<file path="config.mk">
export PLATFORM = sky130hd
export DESIGN_NAME = counter_run_ctrl_flat
export DESIGN_NICKNAME = d
export VERILOG_FILES = /design/src/rtl/counter_run_ctrl_pkg.sv /design/src/rtl/counter_run_ctrl_if.sv /design/src/rtl/counter_run_ctrl_tick_gen.sv /design/src/rtl/counter_run_ctrl.sv /design/src/flat_wrapper.sv
export SDC_FILE = /design/constraint.sdc
export NUM_CORES = 1
export LEC_CHECK = 0
export BUFFER_PORTS_ARGS = -buffer_cell sky130_fd_sc_hd__buf_2
export CELL_PAD_IN_SITES_DETAIL_PLACEMENT = 1
export CELL_PAD_IN_SITES_GLOBAL_PLACEMENT = 1
export CORE_MARGIN = 3
export CORE_UTILIZATION = 47
export CTS_CLUSTER_DIAMETER = 50
export DETAILED_ROUTE_END_ITERATION = 16
export PLACE_DENSITY = 0.92
export SKIP_CTS_REPAIR_TIMING = 1
export SYNTH_ARGS = -nofsm -noshare
export SYNTH_HDL_FRONTEND = slang
export SYNTH_SLANG_ARGS = --single-unit
</file>
<file path="constraint.sdc">
create_clock -name clk_i -period 3.7 [get_ports clk_i]
set_input_delay 0.185 -clock clk_i [delete_from_list [all_inputs] [get_ports clk_i]]
set_output_delay 0.185 -clock clk_i [all_outputs]
set_load 0.05 [all_outputs]
</file>
<file path="src/rtl/counter_run_ctrl_pkg.sv">
// Shared definitions for the demo-counter run controller: FSM state encodings
// used by the controller, the LED decode and the bench.
package counter_run_ctrl_pkg;

    typedef enum logic [1:0] {
        ST_WAIT_LOCK = 2'd0,
        ST_IDLE      = 2'd1,
        ST_RUN       = 2'd2,
        ST_PAUSE     = 2'd3
    } state_e;

endpackage

</file>
<file path="src/rtl/counter_run_ctrl_if.sv">
// Link between the run controller and the 3-bit demo counter: enable/clear/direction
// towards the counter, current count value back from it.
interface counter_run_ctrl_if #(
    parameter int CNT_W = 3
);
    logic             cnt_en;
    logic             cnt_up;
    logic             cnt_clr;
    logic [CNT_W-1:0] count;

    modport master (output cnt_en, output cnt_up, output cnt_clr, input count);
    modport slave  (input cnt_en, input cnt_up, input cnt_clr, output count);
endinterface

</file>
<file path="src/rtl/counter_run_ctrl_tick_gen.sv">
// Count-step timebase: free-running 0..TICK_DIV-1 counter while running, frozen on hold,
// cleared otherwise. tick_o flags the terminal value.
module tick_gen #(
    parameter int TICK_DIV = 8000000
) (
    input  logic clk_i,
    input  logic reset_i,
    input  logic run_i,
    input  logic hold_i,
    input  logic restart_i,
    output logic tick_o
);
    localparam int            TW   = $clog2(TICK_DIV);
    localparam logic [TW-1:0] LAST = TW'(TICK_DIV - 1);

    logic [TW-1:0] cnt_q;
    logic [TW-1:0] cnt_d;

    always_comb begin
        cnt_d = '0;
        if (restart_i) begin
            cnt_d = '0;
        end else if (run_i) begin
            cnt_d = (cnt_q == LAST) ? '0 : cnt_q + 1'b1;
        end else if (hold_i) begin
            cnt_d = cnt_q;
        end
    end

    always_ff @(posedge clk_i) begin
        if (reset_i) begin
            cnt_q <= '0;
        end else begin
            cnt_q <= cnt_d;
        end
    end

    assign tick_o = (cnt_q == LAST);
endmodule

</file>
<file path="src/rtl/counter_run_ctrl.sv">
// Run/pause/step/clear sequencer for the demo counter, producing a single-cycle count
// enable on the PLL clock and holding the counter cleared until the PLL is locked.
module counter_run_ctrl
    import counter_run_ctrl_pkg::*;
#(
    parameter int TICK_DIV    = 8000000,
    parameter int LOCK_CYCLES = 16
) (
    input  logic                      clk_i,
    input  logic                      reset_i,
    input  logic                      pll_locked_i,
    input  logic                      start_i,
    input  logic                      stop_i,
    input  logic                      step_i,
    input  logic                      clear_i,
    input  logic                      dir_up_i,
    input  logic                      one_shot_i,
    counter_run_ctrl_if.master        ctr,
    output logic [1:0]                state_o,
    output logic                      busy_o
);
    localparam int            LW        = $clog2(LOCK_CYCLES + 1);
    localparam logic [LW-1:0] LOCK_LAST = LW'(LOCK_CYCLES - 1);

    state_e        state_q, state_d;
    logic [LW-1:0] lock_q, lock_d;
    logic          start_prev_q, stop_prev_q, step_prev_q, clear_prev_q;
    logic          cnt_en_q, cnt_en_d;
    logic          cnt_clr_q, cnt_clr_d;
    logic          cnt_up_q;
    logic          busy_q;

    logic start_rise, stop_rise, step_rise, clear_rise;
    logic tick, run, hold, restart, at_terminal;

    assign start_rise = start_i & ~start_prev_q;
    assign stop_rise  = stop_i  & ~stop_prev_q;
    assign step_rise  = step_i  & ~step_prev_q;
    assign clear_rise = clear_i & ~clear_prev_q;

    // Terminal count depends on the direction the counter is actually being driven in.
    assign at_terminal = cnt_up_q ? (&ctr.count) : ~(|ctr.count);

    always_comb begin
        state_d   = state_q;
        lock_d    = '0;
        cnt_en_d  = 1'b0;
        cnt_clr_d = 1'b0;
        if (!pll_locked_i) begin
            state_d = ST_WAIT_LOCK;
        end else begin
            case (state_q)
                ST_WAIT_LOCK: begin
                    if (lock_q == LOCK_LAST) state_d = ST_IDLE;
                    else                     lock_d  = lock_q + 1'b1;
                end
                ST_IDLE, ST_PAUSE: begin
                    if (start_rise)      state_d   = ST_RUN;
                    else if (clear_rise) cnt_clr_d = 1'b1;
                    else if (step_rise)  cnt_en_d  = 1'b1;
                end
                ST_RUN: begin
                    if (stop_rise) begin
                        state_d = ST_PAUSE;
                    end else if (tick) begin
                        if (one_shot_i && at_terminal) state_d  = ST_IDLE;
                        else                           cnt_en_d = 1'b1;
                    end
                end
                default: state_d = ST_WAIT_LOCK;
            endcase
        end
        if (state_d == ST_WAIT_LOCK) cnt_clr_d = 1'b1;
        cnt_en_d = cnt_en_d & ~cnt_clr_d;
    end

    // The tick count survives a pause and the resume out of it; any other exit clears it.
    assign run     = (state_q == ST_RUN) && (state_d == ST_RUN);
    assign hold    = (state_d == ST_PAUSE) || ((state_q == ST_PAUSE) && (state_d == ST_RUN));
    assign restart = (state_q == ST_IDLE) && (state_d == ST_RUN);

    tick_gen #(
        .TICK_DIV (TICK_DIV)
    ) u_tick_gen (
        .clk_i     (clk_i),
        .reset_i   (reset_i),
        .run_i     (run),
        .hold_i    (hold),
        .restart_i (restart),
        .tick_o    (tick)
    );

    always_ff @(posedge clk_i) begin
        if (reset_i) begin
            state_q      <= ST_WAIT_LOCK;
            lock_q       <= '0;
            cnt_en_q     <= 1'b0;
            cnt_clr_q    <= 1'b1;
            cnt_up_q     <= 1'b1;
            busy_q       <= 1'b0;
            start_prev_q <= 1'b1;
            stop_prev_q  <= 1'b1;
            step_prev_q  <= 1'b1;
            clear_prev_q <= 1'b1;
        end else begin
            state_q      <= state_d;
            lock_q       <= lock_d;
            cnt_en_q     <= cnt_en_d;
            cnt_clr_q    <= cnt_clr_d;
            cnt_up_q     <= dir_up_i;
            busy_q       <= (state_d == ST_RUN);
            start_prev_q <= start_i;
            stop_prev_q  <= stop_i;
            step_prev_q  <= step_i;
            clear_prev_q <= clear_i;
        end
    end

    assign ctr.cnt_en  = cnt_en_q;
    assign ctr.cnt_clr = cnt_clr_q;
    assign ctr.cnt_up  = cnt_up_q;
    assign state_o     = state_q;
    assign busy_o      = busy_q;
endmodule

</file>
<file path="src/flat_wrapper.sv">
// flat-port wrapper written by rule: the top's interface ports become plain ports
module counter_run_ctrl_flat import counter_run_ctrl_pkg::*;
#(
    parameter int TICK_DIV    = 8000000,
    parameter int LOCK_CYCLES = 16
)
  (clk_i, reset_i, pll_locked_i, start_i, stop_i, step_i, clear_i, dir_up_i, one_shot_i, state_o, busy_o, ctr_cnt_en, ctr_cnt_up, ctr_cnt_clr, ctr_count);
  counter_run_ctrl_if #(.CNT_W(3)) ctr_i ();
  input  logic clk_i;
  input  logic reset_i;
  input  logic pll_locked_i;
  input  logic start_i;
  input  logic stop_i;
  input  logic step_i;
  input  logic clear_i;
  input  logic dir_up_i;
  input  logic one_shot_i;
  output logic [1:0] state_o;
  output logic busy_o;
  output wire logic [$bits(ctr_i.cnt_en)-1:0] ctr_cnt_en;
  output wire logic [$bits(ctr_i.cnt_up)-1:0] ctr_cnt_up;
  output wire logic [$bits(ctr_i.cnt_clr)-1:0] ctr_cnt_clr;
  input wire logic [$bits(ctr_i.count)-1:0] ctr_count;
  assign ctr_cnt_en = ctr_i.cnt_en;
  assign ctr_cnt_up = ctr_i.cnt_up;
  assign ctr_cnt_clr = ctr_i.cnt_clr;
  assign ctr_i.count = ctr_count;
  counter_run_ctrl #(.TICK_DIV(TICK_DIV), .LOCK_CYCLES(LOCK_CYCLES)) u_core (.clk_i(clk_i), .reset_i(reset_i), .pll_locked_i(pll_locked_i), .start_i(start_i), .stop_i(stop_i), .step_i(step_i), .clear_i(clear_i), .dir_up_i(dir_up_i), .one_shot_i(one_shot_i), .ctr(ctr_i), .state_o(state_o), .busy_o(busy_o));
endmodule
</file>
# --- After elaboration in Yosys (flattened, before gate mapping) ---
# Index checks and enable logic that the tools add are counted.
op_classes:
  addsub: 2
  n_mul: 0
  div_mod_pow: 0
  n_lt_le_gt_ge: 0
  n_eq_ne: 8
  shifts: 0
  muxes: 24
  bitwise_logic: 13
  n_reduce_logical: 12
ops:
  columns: ["op", "count"]
  rows:
  - ["23-bit two-way mux", 3]
  - ["23-bit by 1-bit adder with 23-bit output (second input constant)", 1]
  - ["23-bit equality test (second input constant)", 1]
  - ["1-bit two-way mux", 13]
  - ["2-bit two-way mux", 6]
  - ["2-bit equality test (second input constant)", 4]
  - ["1-bit NOT", 8]
  - ["2-bit one-hot mux with 3 select lines", 1]
  - ["5-bit by 1-bit adder with 5-bit output (second input constant)", 1]
  - ["1-bit AND", 5]
  - ["5-bit by 4-bit equality test with 1-bit output (second input constant)", 1]
  - ["1-bit logical AND", 4]
  - ["2-bit zero test", 2]
  - ["2-bit OR reduction", 2]
  - ["4-bit OR reduction", 1]
  - ["3-bit AND reduction", 1]
  - ["3-bit OR reduction", 1]
  - ["2-bit by 1-bit equality test with 1-bit output (second input constant)", 1]
  - ["2-bit by 1-bit inequality test with 1-bit output (second input constant)", 1]
  - ["1-bit one-hot mux with 2 select lines", 1]
  - ["1-bit logical OR", 1]
totals:
  ff_bits: 38
  latchBits: 0
  mem_bits_rw: 0
  rom_bits: 0
  in_bits: 12
  out_inout_bits: 6
  memories: 0

# --- Logic depth before layout (Yosys ltp) ---
# Gate-level depths: netlist (run 1).
depth:
  ltp_word: 14
  ltp_mapped: 7
  ltp_nobuf: 6

# --- Modules after synthesis ---
# A second synthesis (run 1) with hierarchy kept.
hier_totals:
  hier_cells: 229
  hier_area_um2: 1943.1
modules_own_cells:
  columns: ["module", "instances", "cells_per_inst", "area_each_um2", "seq_area_each_um2"]
  rows:
  - ["tick_gen", 1, 164, 1317.5, 460.4]
  - ["counter_run_ctrl", 1, 65, 625.6, 300.3]

# --- Least setup slack after synthesis (run 1) ---
# No wires, ideal clock.
synth_path:
  path_type: "reg-to-reg"
  startpoint: "reg u_core.u_tick_gen.cnt_q[15]"
  endpoint: "reg u_core.u_tick_gen.cnt_q[0]"
  setup_ps: 121
  t_arrival_ps: 1889
  required_time_ps: 3579
  slack_ps: 1691
  path_stages_with_launch: 6
  synth_period_minus_slack_ps: 2009
  cell_sequence: "dfxtp_1 or4_1 or4_4 o21a_4 buf_6 mux2_2"
synth_via:
  elab_chain_len: 9
synth_lines:
  columns: ["element", "line", "source"]
  rows:
  - ["from (decl)", "counter_run_ctrl_tick_gen.sv:16", "logic [TW-1:0] cnt_q;"]
  - ["from (signal assigned)", "counter_run_ctrl_tick_gen.sv:34", "cnt_q <= cnt_d;"]
  - ["23-bit equality test *", "counter_run_ctrl_tick_gen.sv:24, counter_run_ctrl_tick_gen.sv:38", null]
  - ["2-bit two-way mux", "counter_run_ctrl.sv:65", "end else if (tick) begin"]
  - ["2-bit two-way mux", "counter_run_ctrl.sv:63", "if (stop_rise) begin"]
  - ["2-bit one-hot mux with 3 select lines", "counter_run_ctrl.sv:52", "case (state_q)"]
  - ["2-bit two-way mux", "counter_run_ctrl.sv:49", "if (!pll_locked_i) begin"]
  - ["2-bit equality test", "counter_run_ctrl.sv:78, counter_run_ctrl.sv:79, counter_run_ctrl.sv:80", null]
  - ["1-bit logical AND", "counter_run_ctrl.sv:79", "assign hold = (state_d == ST_PAUSE) || ((state_q == ST_PAUSE) && (state_d == ST_RUN));"]
  - ["1-bit logical OR", "counter_run_ctrl.sv:79", null]
  - ["2-bit by 1-bit inequality test with 1-bit output (no line)", null, null]
# Mark *: on every way between the ends. The rest lies on a longest branch, timed or not.
# A chain may end at the register's enable or synchronous reset.

# --- Worst setup path after layout (run 1) ---
layout_path:
  startpoint: "reg u_core.u_tick_gen.cnt_q[9]"
  endpoint: "reg u_core.u_tick_gen.cnt_q[10]"
layout_via:
  elab_chain_len: 9
layout_lines:
  columns: ["element", "line"]
  rows:
  - ["23-bit equality test", "counter_run_ctrl_tick_gen.sv:24, counter_run_ctrl_tick_gen.sv:38"]
  - ["2-bit two-way mux", "counter_run_ctrl.sv:65"]
  - ["2-bit two-way mux", "counter_run_ctrl.sv:63"]
  - ["2-bit one-hot mux with 3 select lines", "counter_run_ctrl.sv:52"]
  - ["2-bit two-way mux", "counter_run_ctrl.sv:49"]
  - ["2-bit equality test", "counter_run_ctrl.sv:78, counter_run_ctrl.sv:79, counter_run_ctrl.sv:80"]
  - ["1-bit logical AND", "counter_run_ctrl.sv:79"]
  - ["1-bit logical OR", "counter_run_ctrl.sv:79"]
  - ["2-bit by 1-bit inequality test with 1-bit output (no line)", null]
# Several ways; a longest one is shown, not always the timed one.

==> results of run 1 <==
metal layers:
| layer | part of all wire | up-vias | wire length (µm) | GRT usage |
|---|---|---|---|---|
| met4 | 0.015 | 0 | 71 | 0.0769 |
| met2 | 0.50 | 18 | 2370 | 0.406 |
| li1 | - | 791 | - | - |
| met5 | 0 | - | 0 | 0 |
| met1 | 0.46 | 811 | 2180 | 0.310 |
| met3 | 0.034 | 11 | 161 | 0.0591 |
where the power goes:
| part | internal [mW] | switching (mW) | leakage (nW) |
|---|---|---|---|
| Combinational | 0.00945 | 0.0122 | 0.384 |
| Sequential | 0.413 | 0.00180 | 0.308 |
| Clock | 0.202 | 0.142 | 0.0524 |
| Total | 0.624 | 0.156 | 0.744 |
registers in the layout, summed over array words and instances, names as in the netlist:
name                     cells
u_core.u_tick_gen.cnt_q     23
u_core.lock_q                5
u_core.state_o               2
u_core.busy_o                1
u_core.clear_prev_q          1
u_core.ctr.cnt_clr           1
u_core.ctr.cnt_en            1
u_core.ctr.cnt_up            1
u_core.start_prev_q          1
u_core.step_prev_q           1
u_core.stop_prev_q           1
logic make-up after synthesis:
family          count (synthesis)  share of synthesized area
compound gates                 48                      0.181
xor+xnor                        6                     0.0292
fa+ha+maj                       3                     0.0208
buf+inv                         9                     0.0236
flops                          38                      0.422
mux                             4                     0.0229
simple gates                   93                      0.301
worst paths after layout:
| kind | startpoint | to | slack, ps | cells after the start |
|---|---|---|---|---|
| hold reg to reg | u_core.lock_q[0] | u_core.lock_q[0] | 470 | 1 |
| hold / removal | dir_up_i | u_core.ctr.cnt_up | 80 | 2 |
| setup reg to reg | u_core.u_tick_gen.cnt_q[9] | u_core.u_tick_gen.cnt_q[10] | 1490 | 5 |
| setup / recovery | u_core.u_tick_gen.cnt_q[9] | u_core.u_tick_gen.cnt_q[10] | 1490 | 5 |
critical path: stages (launching register included):
cell and delay, ps:
dfxtp_1 370, or4b_1 500, or3_1 470, nor3_4 310, nand2b_1 310, o21ai_1 130
cells in the mapped netlist (all sizes together) (3+ instances only):
| cell | count |
|---|---|
| dfxtp | 38 |
| nand2 | 17 |
| nor2 | 13 |
| a31oi | 12 |
| nand3 | 12 |
| a21oi | 10 |
| o21ai | 7 |
| and3 | 6 |
| and4 | 6 |
| o31ai | 6 |
| or2 | 6 |
| nand2b | 5 |
| xnor2 | 5 |
| a22o | 4 |
| inv | 4 |
| nor3 | 4 |
| nor4 | 4 |
| clkbuf | 3 |
| ha | 3 |
| mux2i | 3 |
| nand4 | 3 |
| nor2b | 3 |
| nor4b | 3 |
final cells by class:
| type | count | area share |
|---|---|---|
| Clock inverter | 1 | 0.0148 |
| Inverter | 4 | 0.00742 |
| Sequential cell | 38 | 0.376 |
| Multi-Input combinational cell | 154 | 0.494 |
| Timing Repair Buffer | 17 | 0.0421 |
| Tap cell | 46 | 0.0284 |
| Clock buffer | 7 | 0.0377 |
==> results.py, run 1 <==
metrics = {
    "place": {
        "gp_congestion": 0.840,
        "dpl-instance-area_um2": 1920,
        "dp_hpwl_mm": 3.52,
        "port_buffers": 17,
        "dp_cells": 259,
        "dpl_worst_slack_ps": 1520,
    },
    "grt": {
        "grt_pass1_wl_mm": 8.42,
        "grt.total_usage": 0.244,
        "gr-total-overflow": 0,
        "grt_pass1_vias": 1729,
        "antenna_found_initial": 0,
        "grt_max_degree": 28,
    },
    "floorplanning": {
        "start_util": 0.512,
        "io_pins": 18,
        "core_area_um2": 3520,
        "dieArea_um2": 4610,
        "die_h_um": 67.9,
        "dieWidth_um": 67.9,
        "rows": 21,
    },
    "synth": {
        "ys_ff_latch": 38,
        "syn_inst": 201,
        "ys.flop_type": "dfxtp_1",
        "yosysSeqAreaShare": 0.422,
        "synth.distinct_cells": 44,
        "async_reset_ff_frac": 0,
        "synth_area_per_cell_um2": 8.96,
        "syn_nets": 216,
        "synth-edff-count": 0,
        "yosysWarnings": 0,
        "synthTopCellsByArea": "dfxtp_1, a31oi_1, nand2_1",
        "synth_top_cell_by_area": "dfxtp_1",
        "syn_area_um2": 1800,
        "yosysTopAreaCellShare": 0.422,
    },
    "critical_path": {
        "cp-end-kind": "flip-flop",
        "crit_type": "reg2reg",
        "cp-start-kind": "flip-flop",
        "critPathArrivalTime_ps": 2380,
        "critPathMaxFanout": 7,
        "cp.required_ps": 3870,
    },
    "drt": {
        "drt_iter0_markers": 55,
        "wl_per_cell_um": 17.9,
        "vias": 1631,
        "postRouteAntennaNets": 0,
        "drt-total-wl_mm": 4.78,
        "vias_per_cell": 6.11,
        "drc_errors": 0,
        "dr.pass1.iters": 4,
    },
    "sta": {
        "slew_viol_final": 0,
        "max_freq_mhz": 452,
        "setup_tns_ps": 0,
        "timing.hold.ws_ps": 82.5,
        "setup_violations": 0,
        "min_period_ps": 2210,
        "worst_pin_slew_ps": 927,
        "rsz0062_at_grt": "no",
        "fin_ws_ps": 1490,
        "clock_skew_ps": 8.35,
        "post-route-period-util": 0.598,
        "max-slew-margin-rel": 0.378,
        "report.final.hold_viol_count": 0,
    },
    "finish": {
        "final_nets": 235,
        "area_delta_synth_final_pct": 12.3,
        "multi_input_area_um2": 998,
        "final_cell_mix": "dfxtp_1, nand2_1, buf_2",
        "final_layout_size_suffix_gt1_frac": 0.158,
        "instances_no_fill": 267,
        "diodes": 0,
        "design_area_um2": 2020,
        "final_common_cell": "dfxtp_1",
        "seqCellArea_um2": 761,
        "fill_cells": 423,
        "final_core_util": 0.575,
    },
    "run": {
        "drv_cap": 0,
    },
    "hold_path": {
        "hp-class": "in2reg",
    },
    "cts": {
        "cts_max_level": 2,
        "clk_latency_ps": 290,
        "numCtsBuffers": 5,
        "clock-root-buffer": "clkbuf_8",
        "clockBufferDepth": 2,
        "clkTransAtPathRegs_ps": 70,
        "cts_num_sinks": 38,
        "cts_tree": "built",
    },
    "pwr": {
        "powerDensity_nw_per_um2": 386,
        "vdd_drop_max_mv": 0.241,
        "p_leak_nw": 0.744,
        "finalPower_uw": 780,
    },
    "status": {
        "status": "finished clean",
    },
}
Note: power is estimated with default switching activity, not from simulation.
==> run 2, diff against run 1 <==
--- a/config.mk
+++ b/config.mk
@@ -9,10 +9,10 @@
 export CELL_PAD_IN_SITES_DETAIL_PLACEMENT = 1
 export CELL_PAD_IN_SITES_GLOBAL_PLACEMENT = 1
 export CORE_MARGIN = 3
-export CORE_UTILIZATION = 47
+export CORE_UTILIZATION = 40
 export CTS_CLUSTER_DIAMETER = 50
 export DETAILED_ROUTE_END_ITERATION = 16
-export PLACE_DENSITY = 0.92
+export PLACE_DENSITY = 0.85
 export SKIP_CTS_REPAIR_TIMING = 1
 export SYNTH_ARGS = -nofsm -noshare
 export SYNTH_HDL_FRONTEND = slang
==> constraint.sdc (replaced) <==
create_clock -name clk_i -period 1.8 [get_ports clk_i]
set_input_delay 0.09 -clock clk_i [delete_from_list [all_inputs] [get_ports clk_i]]
set_output_delay 0.09 -clock clk_i [all_outputs]
set_load 0.05 [all_outputs]
==> results.py, run 2 (synthesized netlist as in run 1, its figures left out) <==
metrics = {
    "floorplanning": {
        "rows": 23,
        "dieArea_um2": 5350,
        "die_h_um": 73.1,
        "io_pins": 18,
        "start_util": 0.432,
        "core_area_um2": 4170,
        "dieWidth_um": 73.1,
    },
    "finish": {
        "final_common_cell": "buf_4",
        "area_delta_synth_final_pct": 32.6,
        "final_nets": 278,
        "multi_input_area_um2": 1060,
        "diodes": 0,
        "largest_register_ff_count": 23,
        "regMostFlops": "u_core.u_tick_gen.cnt_q",
        "instances_no_fill": 313,
        "seqCellArea_um2": 763,
        "fill_cells": 495,
        "final_layout_size_suffix_gt1_frac": 0.323,
        "final_cell_mix": "buf_4, dfxtp_1, nand2_1, buf_2, nor2_1",
    },
    "sta": {
        "rsz0062_at_grt": "yes",
        "worst_pin_slew_ps": 666,
        "timing.hold.ws_ps": -7.02,
        "slew_viol_final": 0,
        "max-slew-margin-rel": 0.553,
        "max_freq_mhz": 489,
        "clock_skew_ps": 6.25,
        "min_period_ps": 2040,
        "post-route-period-util": 1.14,
        "setup_violations": 27,
        "fin_ws_ps": -245,
        "report.final.hold_viol_count": 1,
    },
    "drt": {
        "postRouteAntennaNets": 0,
        "wl_per_cell_um": 20.2,
        "vias_per_cell": 6.10,
        "dr.pass1.iters": 4,
        "vias": 1910,
        "drt-total-wl_mm": 6.32,
        "drt_iter0_markers": 154,
        "drc_errors": 0,
    },
    "pwr": {
        "p_int_mw": 1.14,
        "finalPower_mw": 1.48,
        "p_sw_uw": 339,
        "p_seq_frac": 0.576,
        "powerDensity_nw_per_um2": 619,
        "combPwrFrac": 0.035,
        "p_leak_nw": 0.957,
        "clkPwrFrac": 0.389,
        "swShare": 0.229,
        "vdd_drop_max_mv": 0.395,
    },
    "grt": {
        "grt.total_usage": 0.232,
        "grt_max_degree": 28,
        "gr-total-overflow": 0,
        "antenna_found_initial": 0,
        "grt_pass1_wl_mm": 9.38,
        "grt_pass1_vias": 1898,
    },
    "cts": {
        "cts_tree": "built",
        "clk_latency_ps": 300,
        "cts_max_level": 2,
        "clock-root-buffer": "clkbuf_8",
        "numCtsBuffers": 5,
        "clockBufferDepth": 2,
        "cts_num_sinks": 38,
        "clkTransAtPathRegs_ps": 80,
    },
    "status": {
        "status": "finished with violations",
        "violations": "negative hold slack, negative setup slack",
    },
    "critical_path": {
        "cp.required_ps": 1960,
        "cp-start-kind": "flip-flop",
        "critPathArrivalTime_ps": 2200,
        "critPathMaxFanout": 14,
        "crit_type": "reg2reg",
        "cp-end-kind": "flip-flop",
    },
    "hold_path": {
        "hp-class": "in2reg",
    },
    "place": {
        "port_buffers": 17,
        "dp_cells": 303,
        "dp_hpwl_mm": 4.06,
        "gp_congestion": 0.796,
    },
    "run": {
        "drv_cap": 0,
    },
}
run 2: cell types whose count changed in the layout (fill, tap and decap cells not counted), moves of 2 or more:
cell,delta
buf_4,+39
dfxtp_1,-2
dfxtp_2,+2
dlygate4sd3_1,+2
nor4_1,-2
nor4_2,+2
run 2: final timing paths:
kind                                             startpoint                          end  slack [ps]  cells after the start
worst max-delay path            u_core.u_tick_gen.cnt_q[14]  u_core.u_tick_gen.cnt_q[18]        -240                      5
worst min-delay path                                 step_i           u_core.step_prev_q          -7                      2
worst max register to register  u_core.u_tick_gen.cnt_q[14]  u_core.u_tick_gen.cnt_q[18]        -240                      5
worst min register to register             u_core.lock_q[0]             u_core.lock_q[0]         460                      1
run 2: power by group through the flow:
stage	logic (mW)	registers [mW]	clock network, mW
2_1_floorplan	0.0175	0.875	0
3_3_place_gp	0.0444	0.871	0
3_5_place_dp	0.0468	0.872	0
4_1_cts	0.0476	0.852	0.577
5_1_grt	0.0572	0.853	0.613
6_report	0.0520	0.852	0.574
run 2: final cells by class:
cell class	count	share of cell area
Sequential cell	38	0.320
Inverter	4	0.00629
Timing Repair Buffer	59	0.171
Multi-Input combinational cell	155	0.445
Clock buffer	7	0.0320
Tap cell	50	0.0262
run 2: metrics by stage:
| stage | hold WS [ps] | area, µm² | utilization | TNS, ps | setup WS, ps |
|---|---|---|---|---|---|
| after global placement | 279 | 2230 | 0.534 | -3150 | -168 |
| after global routing | 10.6 | 2390 | 0.572 | -5600 | -302 |
| final | -7.02 | 2390 | 0.572 | -4160 | -245 |
| after CTS | -35.1 | 2300 | 0.552 | -4420 | -230 |
| after detailed placement | 276 | 2230 | 0.534 | -3670 | -200 |
| after floorplan | 194 | 1810 | - | -3360 | -187 |
run 2: metal layers:
metal	vias up	wire, µm	share of wire	track usage
li1	879	-	-	-
met4	0	136	0.022	0.0943
met1	945	2610	0.41	0.273
met3	12	385	0.061	0.0482
met5	-	0	0	0
met2	74	3190	0.50	0.407
run 2: critical path, stage by stage (launching register included):
cell	delay (ps)
dfxtp_2	340
or4_1	500
or4_4	480
o21a_4	290
or2b_1	180
a31oi_1	90
==> run 3, diff against run 2 <==
--- a/config.mk
+++ b/config.mk
@@ -5,14 +5,14 @@
 export SDC_FILE = /design/constraint.sdc
 export NUM_CORES = 1
 export LEC_CHECK = 0
-export BUFFER_PORTS_ARGS = -buffer_cell sky130_fd_sc_hd__buf_2
 export CELL_PAD_IN_SITES_DETAIL_PLACEMENT = 1
 export CELL_PAD_IN_SITES_GLOBAL_PLACEMENT = 1
 export CORE_MARGIN = 3
-export CORE_UTILIZATION = 40
+export CORE_UTILIZATION = 42
 export CTS_CLUSTER_DIAMETER = 50
 export DETAILED_ROUTE_END_ITERATION = 16
-export PLACE_DENSITY = 0.85
+export DONT_BUFFER_PORTS = 1
+export PLACE_DENSITY = 0.83
 export SKIP_CTS_REPAIR_TIMING = 1
 export SYNTH_ARGS = -nofsm -noshare
 export SYNTH_HDL_FRONTEND = slang
==> results.py, run 3 (synthesized netlist as in run 1, its figures left out) <==
metrics = {
    "status": {
        "status": "finished with violations",
        "violations": "negative setup slack",
    },
    "grt": {
        "grt_pass1_vias": 1916,
        "gr-total-overflow": 0,
        "grt_pass1_wl_mm": 9.43,
        "grt_max_degree": 28,
        "antenna_found_initial": 0,
        "grt.total_usage": 0.236,
    },
    "place": {
        "dpl_worst_slack_ps": -266,
        "port_buffers": 0,
        "dpl-instance-area_um2": 2140,
        "gp_congestion": 0.838,
        "dp_hpwl_mm": 4.16,
    },
    "pwr": {
        "p_int_mw": 1.18,
        "combPwrFrac": 0.031,
        "swShare": 0.236,
        "p_seq_frac": 0.550,
        "powerDensity_nw_per_um2": 632,
        "clkPwrFrac": 0.418,
        "p_sw_uw": 366,
        "p_leak_nw": 0.941,
        "vdd_drop_max_mv": 0.556,
    },
    "cts": {
        "cts_max_level": 2,
        "numCtsBuffers": 5,
        "clockBufferDepth": 2,
        "cts_tree": "built",
        "clock-root-buffer": "clkbuf_8",
        "clk_latency_ps": 300,
        "cts_num_sinks": 38,
        "clkTransAtPathRegs_ps": 90,
    },
    "critical_path": {
        "critPathArrivalTime_ps": 2300,
        "cp-start-kind": "flip-flop",
        "r2r_slack_ps": -330,
        "crit_type": "reg2reg",
        "critPathMaxFanout": 7,
        "cp.required_ps": 1960,
        "cp-end-kind": "flip-flop",
    },
    "sta": {
        "rsz0062_at_grt": "yes",
        "min_period_ps": 2130,
        "report.final.hold_viol_count": 0,
        "fin_ws_ps": -335,
        "setup_violations": 27,
        "post-route-period-util": 1.19,
        "max-slew-margin-rel": 0.606,
        "worst_pin_slew_ps": 587,
        "clock_skew_ps": 9.52,
        "max_freq_mhz": 468,
        "slew_viol_final": 0,
    },
    "drt": {
        "vias_per_cell": 6.45,
        "drc_errors": 0,
        "vias": 1975,
        "drt_iter0_markers": 267,
        "drt-total-wl_mm": 7.43,
        "postRouteAntennaNets": 0,
        "dr.pass1.iters": 4,
        "wl_per_cell_um": 24.3,
    },
    "run": {
        "drv_cap": 0,
    },
    "finish": {
        "final_layout_size_suffix_gt1_frac": 0.316,
        "design_area_um2": 2450,
        "fill_cells": 457,
        "area_delta_synth_final_pct": 36.0,
        "final_cell_mix": "buf_4, dfxtp_1, nand2_1",
        "largest_register_ff_count": 23,
        "final_common_cell": "buf_4",
        "final_nets": 270,
        "diodes": 0,
        "final_core_util": 0.604,
        "regMostFlops": "u_core.u_tick_gen.cnt_q",
    },
    "floorplanning": {
        "dieArea_um2": 5110,
        "start_util": 0.444,
        "dieWidth_um": 71.5,
        "core_area_um2": 4060,
        "rows": 23,
        "io_pins": 18,
        "die_h_um": 71.5,
    },
    "hold_path": {
        "hp-class": "in2reg",
    },
}
## run 3: stage by stage
step / power [mW] / hold slack (ps) / std cells / TNS (ps)
after global routing: 1.59 / 12.9 / 306 / -8200
after global placement: 0.898 / 196 / 286 / -3310
after detailed placement: 0.901 / 199 / 286 / -4990
after CTS: 1.51 / -102 / 294 / -5480
after floorplan: 0.892 / 194 / 201 / -3360
final: 1.55 / 30.8 / 306 / -6710
## run 3: final timing paths
kind                                               endpoint  depth (start not counted)                         from
worst max-delay path            u_core.u_tick_gen.cnt_q[11]                          6  u_core.u_tick_gen.cnt_q[14]
worst min-delay path                      u_core.state_o[0]                          2                 pll_locked_i
worst max register to register  u_core.u_tick_gen.cnt_q[11]                          6  u_core.u_tick_gen.cnt_q[14]
worst min register to register             u_core.lock_q[0]                          1             u_core.lock_q[0]
## run 3: worst max-delay path, stage by stage, from the launching register on
cell     delay, ps
dfxtp_2        330
or4_4          520
or4_4          470
buf_4          170
o21a_4         260
a21oi_1        160
a31oi_1         80
## run 3: layer usage
metal / vias up / GRT usage / wire, µm
met3: 33 / 0.0505 / 446
met4: 0 / 0.0772 / 361
met2: 92 / 0.426 / 3710
li1: 870 / - / -
met5: - / 0 / 0
met1: 980 / 0.275 / 2910
## run 3: power groups by stage
stage          Combinational (mW)  Sequential (mW)  Clock [mW]
2_1_floorplan              0.0175            0.875           0
3_3_place_gp               0.0272            0.871           0
3_5_place_dp               0.0294            0.872           0
4_1_cts                    0.0300            0.852       0.626
5_1_grt                    0.0513            0.853       0.690
6_report                   0.0481            0.852       0.648
## run 3: layout make-up
cell class / instances / area, µm² / area share
multi-input cells: 156 / 1110 / 0.454
flip-flops and latches: 38 / 763 / 0.312
repair buffers: 50 / 402 / 0.164
clock buffers: 6 / 82.6 / 0.0337
well taps: 50 / 62.6 / 0.0255
inverters: 4 / 15.0 / 0.00613
clock inverters: 2 / 12.5 / 0.00511
